--- config.mk ---
export PLATFORM = sky130hd
export DESIGN_NAME = jt7759_feeder
export DESIGN_NICKNAME = d
export VERILOG_FILES = /design/src/rtl/jt7759_feeder_pkg.sv /design/src/rtl/jt7759_feeder.sv
export SDC_FILE = /design/constraint.sdc
export NUM_CORES = 1
export LEC_CHECK = 0
export ABC_AREA = 1
export BUFFER_PORTS_ARGS = -buffer_cell sky130_fd_sc_hd__buf_2
export CAP_MARGIN = 20
export CORE_MARGIN = 2
export CORE_UTILIZATION = 54
export DETAILED_ROUTE_END_ITERATION = 16
export PLACE_DENSITY = 0.78
export SYNTH_ARGS = -nofsm -noshare
export SYNTH_HDL_FRONTEND = slang
export SYNTH_SLANG_ARGS = --single-unit
export TNS_END_PERCENT = 50
--- constraint.sdc ---
create_clock -name clk -period 2.2 [get_ports clk]
set_input_delay 0 -clock clk [delete_from_list [all_inputs] [get_ports clk]]
set_output_delay 0 -clock clk [all_outputs]
set_load 0.05 [all_outputs]
--- src/rtl/jt7759_feeder_pkg.sv ---
// Shared widths and small helpers for the jt7759 ROM-to-chip byte feeder.
package jt7759_feeder_pkg;

  localparam int ADDR_W = 17;  // ROM byte address width
  localparam int DATA_W = 8;   // ROM / chip data width
  localparam int WCNT_W = 4;   // strobe-width counter, holds up to 15 ticks

  // Next ROM address; the natural 17-bit wrap takes 0x1FFFF back to 0x00000.
  function automatic logic [ADDR_W-1:0] addr_inc(input logic [ADDR_W-1:0] a);
    return a + {{(ADDR_W-1){1'b0}}, 1'b1};
  endfunction

endpackage

--- src/rtl/jt7759_feeder.sv ---
// Streams a block of ROM bytes into a jt7759-style sample chip.
// Each byte is fetched from ROM, then held until the chip asks for data with a
// falling edge on drqn, then written with a cs/wrn strobe WR_CYC cen ticks wide.
//
// Handshakes:
//   rom side : rom_cs is held high while fetching; the byte on rom_data is
//              taken in the cycle rom_ok is high, after which rom_cs drops.
//   chip side: each drqn falling edge seen while busy grants exactly one
//              write; a level held low never grants a second one.
//   control  : start is a one-cycle request honoured only when idle; stop
//              aborts from FETCH/READY at once, and from WRITE only after the
//              strobe in flight has finished. done pulses once per transfer.
module jt7759_feeder
  import jt7759_feeder_pkg::*;
#(
  parameter int WR_CYC = 4
) (
  input  logic              clk,
  input  logic              rstn,
  input  logic              cen,
  input  logic              start,
  input  logic [ADDR_W-1:0] start_addr,
  input  logic [ADDR_W-1:0] len,
  input  logic              stop,
  output logic              busy,
  output logic              done,
  output logic              rom_cs,
  output logic [ADDR_W-1:0] rom_addr,
  input  logic [DATA_W-1:0] rom_data,
  input  logic              rom_ok,
  input  logic              drqn,
  output logic              cs,
  output logic              wrn,
  output logic [DATA_W-1:0] dout,
  output logic [2:0]        state_dbg
);

  typedef enum logic [2:0] {
    ST_IDLE  = 3'd0,
    ST_FETCH = 3'd1,
    ST_READY = 3'd2,
    ST_WRITE = 3'd3,
    ST_DONE  = 3'd4
  } state_t;

  localparam logic [WCNT_W-1:0] WR_LAST = WCNT_W'(WR_CYC - 1);

  state_t              state, state_nxt;
  logic                drqn_l;
  logic                pending, pending_nxt;
  logic                stop_l, stop_l_nxt;
  logic [ADDR_W-1:0]   addr, addr_nxt;
  logic [ADDR_W-1:0]   cnt, cnt_nxt;
  logic [DATA_W-1:0]   dout_r, dout_nxt;
  logic [WCNT_W-1:0]   wr_cnt, wr_cnt_nxt;
  logic                drq_fall;
  logic                in_busy;
  logic                nxt_busy;

  assign drq_fall  = ~drqn & drqn_l;
  assign in_busy   = (state == ST_FETCH) || (state == ST_READY) || (state == ST_WRITE);
  assign nxt_busy  = (state_nxt == ST_FETCH) || (state_nxt == ST_READY) ||
                     (state_nxt == ST_WRITE);
  assign state_dbg = state;
  assign rom_addr  = addr;
  assign dout      = dout_r;

  // Next-state and datapath updates for the transfer sequencer.
  always_comb begin
    state_nxt   = state;
    pending_nxt = pending;
    stop_l_nxt  = stop_l;
    addr_nxt    = addr;
    cnt_nxt     = cnt;
    dout_nxt    = dout_r;
    wr_cnt_nxt  = wr_cnt;

    // A chip request arriving while busy is remembered until READY uses it.
    if (in_busy && drq_fall) begin
      pending_nxt = 1'b1;
    end

    case (state)
      ST_IDLE: begin
        // Requests seen while idle belong to no transfer and are dropped.
        pending_nxt = 1'b0;
        stop_l_nxt  = 1'b0;
        if (start) begin
          if (len != '0) begin
            addr_nxt  = start_addr;
            cnt_nxt   = len;
            state_nxt = ST_FETCH;
          end else begin
            state_nxt = ST_DONE;
          end
        end
      end

      ST_FETCH: begin
        if (stop) begin
          state_nxt = ST_DONE;
        end else if (rom_ok) begin
          dout_nxt  = rom_data;
          state_nxt = ST_READY;
        end
      end

      ST_READY: begin
        if (stop) begin
          state_nxt = ST_DONE;
        end else if (pending || drq_fall) begin
          pending_nxt = 1'b0;
          wr_cnt_nxt  = '0;
          state_nxt   = ST_WRITE;
        end
      end

      ST_WRITE: begin
        // An abort here only takes effect once the strobe is complete.
        if (stop) begin
          stop_l_nxt = 1'b1;
        end
        if (cen) begin
          if (wr_cnt == WR_LAST) begin
            addr_nxt = addr_inc(addr);
            cnt_nxt  = cnt - {{(ADDR_W-1){1'b0}}, 1'b1};
            if ((cnt_nxt == '0) || stop_l || stop) begin
              state_nxt = ST_DONE;
            end else begin
              state_nxt = ST_FETCH;
            end
          end else begin
            wr_cnt_nxt = wr_cnt + {{(WCNT_W-1){1'b0}}, 1'b1};
          end
        end
      end

      ST_DONE: begin
        pending_nxt = 1'b0;
        stop_l_nxt  = 1'b0;
        state_nxt   = ST_IDLE;
      end

      default: begin
        state_nxt = ST_IDLE;
      end
    endcase
  end

  // State register and datapath; reset clears everything immediately.
  always_ff @(posedge clk or negedge rstn) begin
    if (!rstn) begin
      state   <= ST_IDLE;
      drqn_l  <= 1'b1;
      pending <= 1'b0;
      stop_l  <= 1'b0;
      addr    <= '0;
      cnt     <= '0;
      dout_r  <= '0;
      wr_cnt  <= '0;
    end else begin
      state   <= state_nxt;
      drqn_l  <= drqn;
      pending <= pending_nxt;
      stop_l  <= stop_l_nxt;
      addr    <= addr_nxt;
      cnt     <= cnt_nxt;
      dout_r  <= dout_nxt;
      wr_cnt  <= wr_cnt_nxt;
    end
  end

  // Glitch-free registered outputs decoded from the state being entered, so
  // they line up exactly with the state register.
  always_ff @(posedge clk or negedge rstn) begin
    if (!rstn) begin
      cs     <= 1'b0;
      wrn    <= 1'b1;
      rom_cs <= 1'b0;
      busy   <= 1'b0;
      done   <= 1'b0;
    end else begin
      cs     <= (state_nxt == ST_WRITE);
      wrn    <= (state_nxt != ST_WRITE);
      rom_cs <= (state_nxt == ST_FETCH);
      busy   <= nxt_busy;
      done   <= (state_nxt == ST_DONE);
    end
  end

endmodule

==> flow_metrics.env, run 1 <==
export IMPL_irDropWorstVdd_mv=1.03
export IMPL_fin_cells=648
export IMPL_dpl_hpwl_um=6200
export IMPL_die_w_um=83.8
export IMPL_setup_viol=0
export IMPL_hold_class="in2reg"
export IMPL_critPathMaxStageDelay_ps=410
export IMPL_fmax_ghz=0.503
export IMPL_grt_util_met3=0.0534
export IMPL_crit_path_frequent_cell="nor2_1"
export IMPL_yosys_area_top_type="dfrtp_1"
export IMPL_worstSetupPathType="reg2reg"
export IMPL_yosysSeqAreaShare=0.416
export IMPL_drt_total_wl_um=9300
export IMPL_drtIter0Drc=294
export IMPL_endpoint_kind="flip-flop"
export IMPL_avgSynthCellArea_um2=7.65
export IMPL_yosysMostFrequentCell="nand2_1"
export IMPL_die_area_um2=7020
export IMPL_max_cap_violations=0
export IMPL_area_growth_synth_to_final_pct=31.0
export IMPL_fp_dieH_um=83.8
export IMPL_grtUsageMet2=0.473
export IMPL_busiest_layer="met2"
export IMPL_hold_depth=3
export IMPL_synthTopCellsByArea="dfrtp_1, nand2_1, nor2_1"
export IMPL_power_density_nw_per_um2=1580
export IMPL_cp_num_cells=10
export IMPL_ys_ff_latch=57
export IMPL_report_final_slew_viol_count=0
export IMPL_crit_start="rom_addr[0]"
export IMPL_core_um2=6240
export IMPL_clk_latency_ps=340
export IMPL_synthesis_nets=502
export IMPL_worstPathCellList="ha_1, nand3_1, nor2_1, nand2_1, nor3_2, nand3_1, nor2_1, xor2_1, nor2_1, o21ai_2"
export IMPL_ff2ff_path_depth=10
export IMPL_yosysWarnings=0
export IMPL_drt_first_pass_iters=5
export IMPL_cts_sinks=57
export IMPL_grtUsageMet1=0.331
export IMPL_fin_crit_ps=1990
export IMPL_drc=0
export IMPL_cts_made_buffers=9
export IMPL_start_util=0.551
export IMPL_min_period_over_period=0.904
export IMPL_hold_viol=1
export IMPL_setup_tns_ps=0
export IMPL_violations="negative hold slack"
export IMPL_holdWs_ps=-1.11
export IMPL_cp_arrival_ps=2250
export IMPL_clock_root_buffer="clkbuf_8"
export IMPL_ant_nets=0
export IMPL_overflow=0
export IMPL_cp_top_family="simple AND/OR/NAND/NOR gates"
export IMPL_ys_flop_type="dfrtp_1"
export IMPL_synthCells=449
export IMPL_nNetsFinal=619
export IMPL_slowest_stage="dfrtp_1"
export IMPL_cts_tree="built"
export IMPL_required_ps=2460
export IMPL_r2r_end="rom_addr[12]"
export IMPL_fin_skew_ps=9.66
export IMPL_rrSetupSlack_ps=210
export IMPL_antenna_found_initial=0
export IMPL_design_area_um2=4500
export IMPL_gp_congestion=0.905
export IMPL_clkTransAtPathRegs_ps=70
export IMPL_rr_startpoint="rom_addr[0]"
export IMPL_wl_per_cell_um=14.4
export IMPL_final_layout_size_suffix_gt1_frac=0.245
export IMPL_vias=3555
export IMPL_ys_types=43
export IMPL_start_kind="flip-flop"
export IMPL_endpoint="rom_addr[12]"
export IMPL_synth_edf_count=0
export IMPL_grtUsageTotal=0.270
export IMPL_worst_slew_pin_slew_ps=418
export IMPL_outcome="finished, violations left"
export IMPL_critPathBufInv=0
export IMPL_clock_path_buffers=2
export IMPL_grt_max_degree=58
export IMPL_grt_pass1_vias=3443
export IMPL_crit_path_max_fanout=5
export IMPL_synthTopCellsByCount="nand2_1, nor2_1, dfrtp_1"
export IMPL_io_buffers=81
export IMPL_dp_cells=599
export IMPL_synth_area_um2=3440
export IMPL_n_antenna_cell=0
export IMPL_htree_num_levels=3
export IMPL_fp_row_count=29
export IMPL_synth_top_area_frac=0.400
export IMPL_vias_per_cell=5.49
export IMPL_max_slew_margin_rel=0.722
export IMPL_grt_pass1_wl_um=15300
export IMPL_placed_cell_area_um2=3930
export IMPL_io_pins=82
export IMPL_async_flop_share=1.00
export IMPL_p_leak_nw=2.13
layout by cell type (no fill, tap or decap), types with 2 or more instances in the layout:
| cell type | netlist | layout |
|---|---|---|
| nand3_1 | 28 | 28 |
| clkbuf_8 | 0 | 12 |
| bufinv_16 | 0 | 2 |
| a2bb2oi_1 | 2 | 2 |
| dfstp_2 | 2 | 2 |
| dlygate4sd3_1 | 0 | 33 |
| xor2_1 | 7 | 7 |
| mux2_2 | 8 | 8 |
| buf_2 | 3 | 81 |
| nand3_2 | 3 | 3 |
| o21ai_0 | 40 | 40 |
| o211ai_1 | 8 | 8 |
| a2bb2oi_2 | 3 | 3 |
| a22oi_1 | 4 | 4 |
| nand4_1 | 7 | 7 |
| buf_12 | 0 | 2 |
| nor2_1 | 62 | 60 |
| a21oi_2 | 3 | 3 |
| nor3_1 | 7 | 7 |
| dfrtp_1 | 55 | 55 |
| a21oi_1 | 18 | 18 |
| nand2_1 | 91 | 91 |
| o21ai_1 | 3 | 3 |
| a211oi_1 | 3 | 3 |
| ha_1 | 4 | 3 |
| a31oi_1 | 4 | 4 |
| o22ai_1 | 6 | 6 |
| inv_1 | 47 | 47 |
| nor2_2 | 6 | 8 |
| buf_4 | 1 | 4 |
kinds of logic (layout without fill, tap and decap cells):
kind of cell             count (synthesis)  count (layout)  synth area share
flip-flops                              57              57             0.416
multiplexers                             8               8            0.0262
AO/OA/AOI/OAI                          100             100             0.183
buffers and inverters                   63             185            0.0783
XOR/XNOR                                 7               7            0.0178
adder cells (fa/ha/maj)                  4               4            0.0146
AND/OR/NAND/NOR                        210             210             0.264
routing by layer:
metal  wire length [µm]  up-vias
met5                  0        -
met4                174        0
met3                493       13
met2               4760      116
met1               3870     1691
li1                   -     1735
state kept, by name, indices dropped and copies added, names as in the netlist:
name and count:
pending 1, rom_cs 1, done 1, wr_cnt 4, dout 8, wrn 1
drqn_l 1, stop_l 1, busy 1, cnt 17, state_dbg 3, rom_addr 17
cs 1
through the flow:
| stage | total power [mW] | worst slack (ps) | util |
|---|---|---|---|
| after global routing | 7.58 | -4.73 | 0.722 |
| after detailed placement | 5.86 | 227 | 0.629 |
| after global placement | 5.71 | 326 | 0.629 |
| after floorplan | 5.02 | 121 | - |
| after CTS | 7.10 | 181 | 0.720 |
| final | 7.13 | 211 | 0.722 |
timing repair:
action                                  in CTS  in global routing
hold buffers                                33                  0
endpoints found under the setup margin       0                  7
resized for setup                            0                  3
setup buffers                                0                  0
hold endpoints to repair                    89                  0
worst reg2reg max path, cell delays in order (launching register included):
cell	delay (ps)
dfrtp_1	410
ha_1	220
nand3_1	130
nor2_1	160
nand2_1	120
nor3_2	190
nand3_1	140
nor2_1	160
xor2_1	180
nor2_1	70
o21ai_2	120
area by class of cell:
type | instances | area [µm²]
fill | 491 | 1740
timing repair buffer | 120 | 806
clock buffer | 12 | 165
tap | 77 | 96.3
inverter | 49 | 186
clock inverter | 4 | 73.8
multi-input combinational | 329 | 1750
sequential | 57 | 1430
power breakdown:
part / leakage (nW) / internal (mW) / switching, mW
Clock: 0.123 / 0.730 / 0.433
Sequential: 0.681 / 1.56 / 0.489
Combinational: 1.32 / 1.19 / 2.73
Total: 2.13 / 3.48 / 3.65
how the worst min path moves through the flow:
stage                  startpoint            to  slack (ps)
finish              start_addr[8]   rom_addr[8]          -1
floorplan                    rstn          busy        -300
global placement             rstn  rom_addr[11]          20
global route        start_addr[8]   rom_addr[8]           4
detailed placement           rstn  rom_addr[11]          30
CTS                          stop  state_dbg[2]         0.8
(Power assumes the default switching activity.)
==> inputs of run 2 (changes only) <==
--- a/config.mk
+++ b/config.mk
@@ -5,13 +5,14 @@
 export SDC_FILE = /design/constraint.sdc
 export NUM_CORES = 1
 export LEC_CHECK = 0
-export ABC_AREA = 1
+export ABC_AREA = 0
+export ABC_CLOCK_PERIOD_IN_PS = 2200
 export BUFFER_PORTS_ARGS = -buffer_cell sky130_fd_sc_hd__buf_2
 export CAP_MARGIN = 20
 export CORE_MARGIN = 2
-export CORE_UTILIZATION = 54
+export CORE_UTILIZATION = 55
 export DETAILED_ROUTE_END_ITERATION = 16
-export PLACE_DENSITY = 0.78
+export PLACE_DENSITY = 0.79
 export SYNTH_ARGS = -nofsm -noshare
 export SYNTH_HDL_FRONTEND = slang
 export SYNTH_SLANG_ARGS = --single-unit
==> flow_metrics.env, run 2 <==
export IMPL_cts_made_buffers=9
export IMPL_report_final_slew_viol_count=0
export IMPL_synthTopCellsByCount="dfrtp_1, nor2_1, a211oi_1, nand2_1, a21oi_1"
export IMPL_outcome="completed"
export IMPL_core_um2=6310
export IMPL_fin_skew_ps=7.99
export IMPL_ys_ff_latch=57
export IMPL_critPathMaxStageDelay_ps=510
export IMPL_worstSetupPathType="reg2reg"
export IMPL_cp_arrival_ps=2290
export IMPL_grt_max_degree=41
export IMPL_start_util=0.568
export IMPL_avgSynthCellArea_um2=9.03
export IMPL_htree_num_levels=3
export IMPL_final_common_cell="buf_2"
export IMPL_drtIter0Drc=318
export IMPL_cts_sinks=57
export IMPL_grt_pass1_vias=3382
export IMPL_io_pins=82
export IMPL_synthesis_nets=450
export IMPL_min_period_over_period=0.948
export IMPL_endpoint_kind="flip-flop"
export IMPL_fp_row_count=29
export IMPL_power_density_nw_per_um2=1500
export IMPL_vias=3710
export IMPL_synthCells=397
export IMPL_synthTopCellsByArea="dfrtp_1, nor2_1, a211oi_1"
export IMPL_grt_pass1_wl_um=16500
export IMPL_clk_latency_ps=350
export IMPL_critPathBufInv=1
export IMPL_die_area_um2=7180
export IMPL_ys_types=66
export IMPL_fin_util=0.727
export IMPL_crit_path_max_fanout=7
export IMPL_synth_edf_count=0
export IMPL_worst_slew_pin_slew_ps=680
export IMPL_fillers=469
export IMPL_worstPathCellList="inv_2, ha_4, nand2b_1, nor4b_2, o211ai_1, a2111oi_4, a311oi_1"
export IMPL_hold_viol=0
export IMPL_final_seq_area_um2=1430
export IMPL_nNetsFinal=556
export IMPL_hold_class="in2reg"
export IMPL_drt_first_pass_iters=5
export IMPL_yosysWarnings=0
export IMPL_cp_top_family="compound AO/OA/AOI/OAI gates"
export IMPL_placed_cell_area_um2=4180
export IMPL_layout_common_cells="buf_2, dfrtp_1, nor2_1"
export IMPL_overflow=0
export IMPL_drt_total_wl_um=10200
export IMPL_vias_per_cell=6.34
export IMPL_clkTransAtPathRegs_ps=70
export IMPL_gp_congestion=0.946
export IMPL_wl_per_cell_um=17.4
export IMPL_io_buffers=81
export IMPL_synth_area_um2=3590
export IMPL_max_cap_violations=0
export IMPL_design_area_um2=4590
export IMPL_multi_input_area_um2=2030
export IMPL_die_w_um=84.7
export IMPL_cts_tree="built"
export IMPL_finalWorstSetupSlack_ps=114
export IMPL_antenna_found_initial=0
export IMPL_max_slew_margin_rel=0.547
export IMPL_n_antenna_cell=0
export IMPL_final_layout_size_suffix_gt1_frac=0.291
export IMPL_yosys_area_top_type="dfrtp_1"
export IMPL_fmax_ghz=0.479
export IMPL_p_leak_nw=1.98
export IMPL_fin_crit_ps=2090
export IMPL_required_ps=2400
export IMPL_clock_root_buffer="clkbuf_8"
export IMPL_synth_top_area_frac=0.384
export IMPL_place_ws_ps=4.80
export IMPL_yosysMostFrequentCell="dfrtp_1"
export IMPL_fp_dieH_um=84.7
export IMPL_clock_path_buffers=2
export IMPL_ys_flop_type="dfrtp_1"
export IMPL_dpl_hpwl_um=7010
export IMPL_area_growth_synth_to_final_pct=28.0
export IMPL_slowest_stage="a2111oi_4"
export IMPL_irDropWorstVdd_mv=1.16
export IMPL_setup_viol=0
export IMPL_async_flop_share=1.00
export IMPL_drc=0
export IMPL_grtUsageTotal=0.288
export IMPL_yosysSeqAreaShare=0.398
export IMPL_ant_nets=0
export IMPL_finalPower_mw=6.89
export IMPL_start_kind="flip-flop"
## run 2: changes by cell type after synthesis, sizes merged, moves of 7 or more
cell / before / now
o21ai: 44 / 19
nor2: 69 / 49
clkbuf: 6 / 16
o22a: 0 / 10
nand3: 31 / 15
nor4: 1 / 8
nand2: 92 / 23
a31oi: 4 / 11
a2bb2oi: 5 / 15
a211oi: 3 / 24
inv: 48 / 9
## run 2: layout make-up
class | count | share of cell area
sequential | 57 | 0.311
timing repair buffer | 122 | 0.177
clock buffer | 13 | 0.0368
tap | 77 | 0.0210
multi-input combinational | 304 | 0.443
inverter | 9 | 0.00736
clock inverter | 3 | 0.00327
## run 2: worst min-delay path: cells and delay by family
kind            cells  cell delay, ps
compound gates      2             220
buf+inv             1              70
## run 2: cell families after synthesis
kind of cell	share of synthesized area
and+or+nand+nor	0.216
xor gates and xnor gates	0.00977
buffers and inverters	0.0436
AOI/OAI and AO/OA	0.275
adders and majority gates	0.0140
DFF	0.398
muxes	0.0429
## run 2: report_power, final
part	total, mW	internal, mW	switching (mW)
sequential	2.13	1.54	0.590
clock	0.911	0.495	0.416
combinational	3.85	1.42	2.43
## run 2: final timing paths
kind                                    start     endpoint  slack, ps  cells after the start
min in group asynchronous                rstn      dout[4]        230                      2
worst min-delay path            start_addr[5]  rom_addr[5]        0.9                      3
max in group asynchronous                rstn          wrn       1300                      3
worst max register to register         cnt[0]       rom_cs        110                      7
worst min register to register        dout[3]      dout[3]        510                      1
worst max-delay path                   cnt[0]       rom_cs        110                      7
## run 2: through the flow
stage	instances	hold slack [ps]	TNS [ps]
floorplan	397	-296	0
global placement	549	71.7	0
detailed placement	549	72.0	0
CTS	585	1.69	0
global route	585	34.5	-91.4
finish	585	0.939	0
## run 2: what timing repair did
action                                  in CTS  in global routing
endpoints found under the setup margin       1                 36
setup buffers                                0                  0
hold buffers                                20                  0
endpoints found under the hold margin       47                  0
gates resized for setup                      0                  7
pin swaps                                    1                  1
## run 2: routing by layer
metal	up-vias	GRT usage	share of wire
met1	1758	0.395	0.44
li1	1733	-	-
met2	202	0.445	0.47
met4	0	0.137	0.020
met3	17	0.0501	0.071
met5	-	0	0
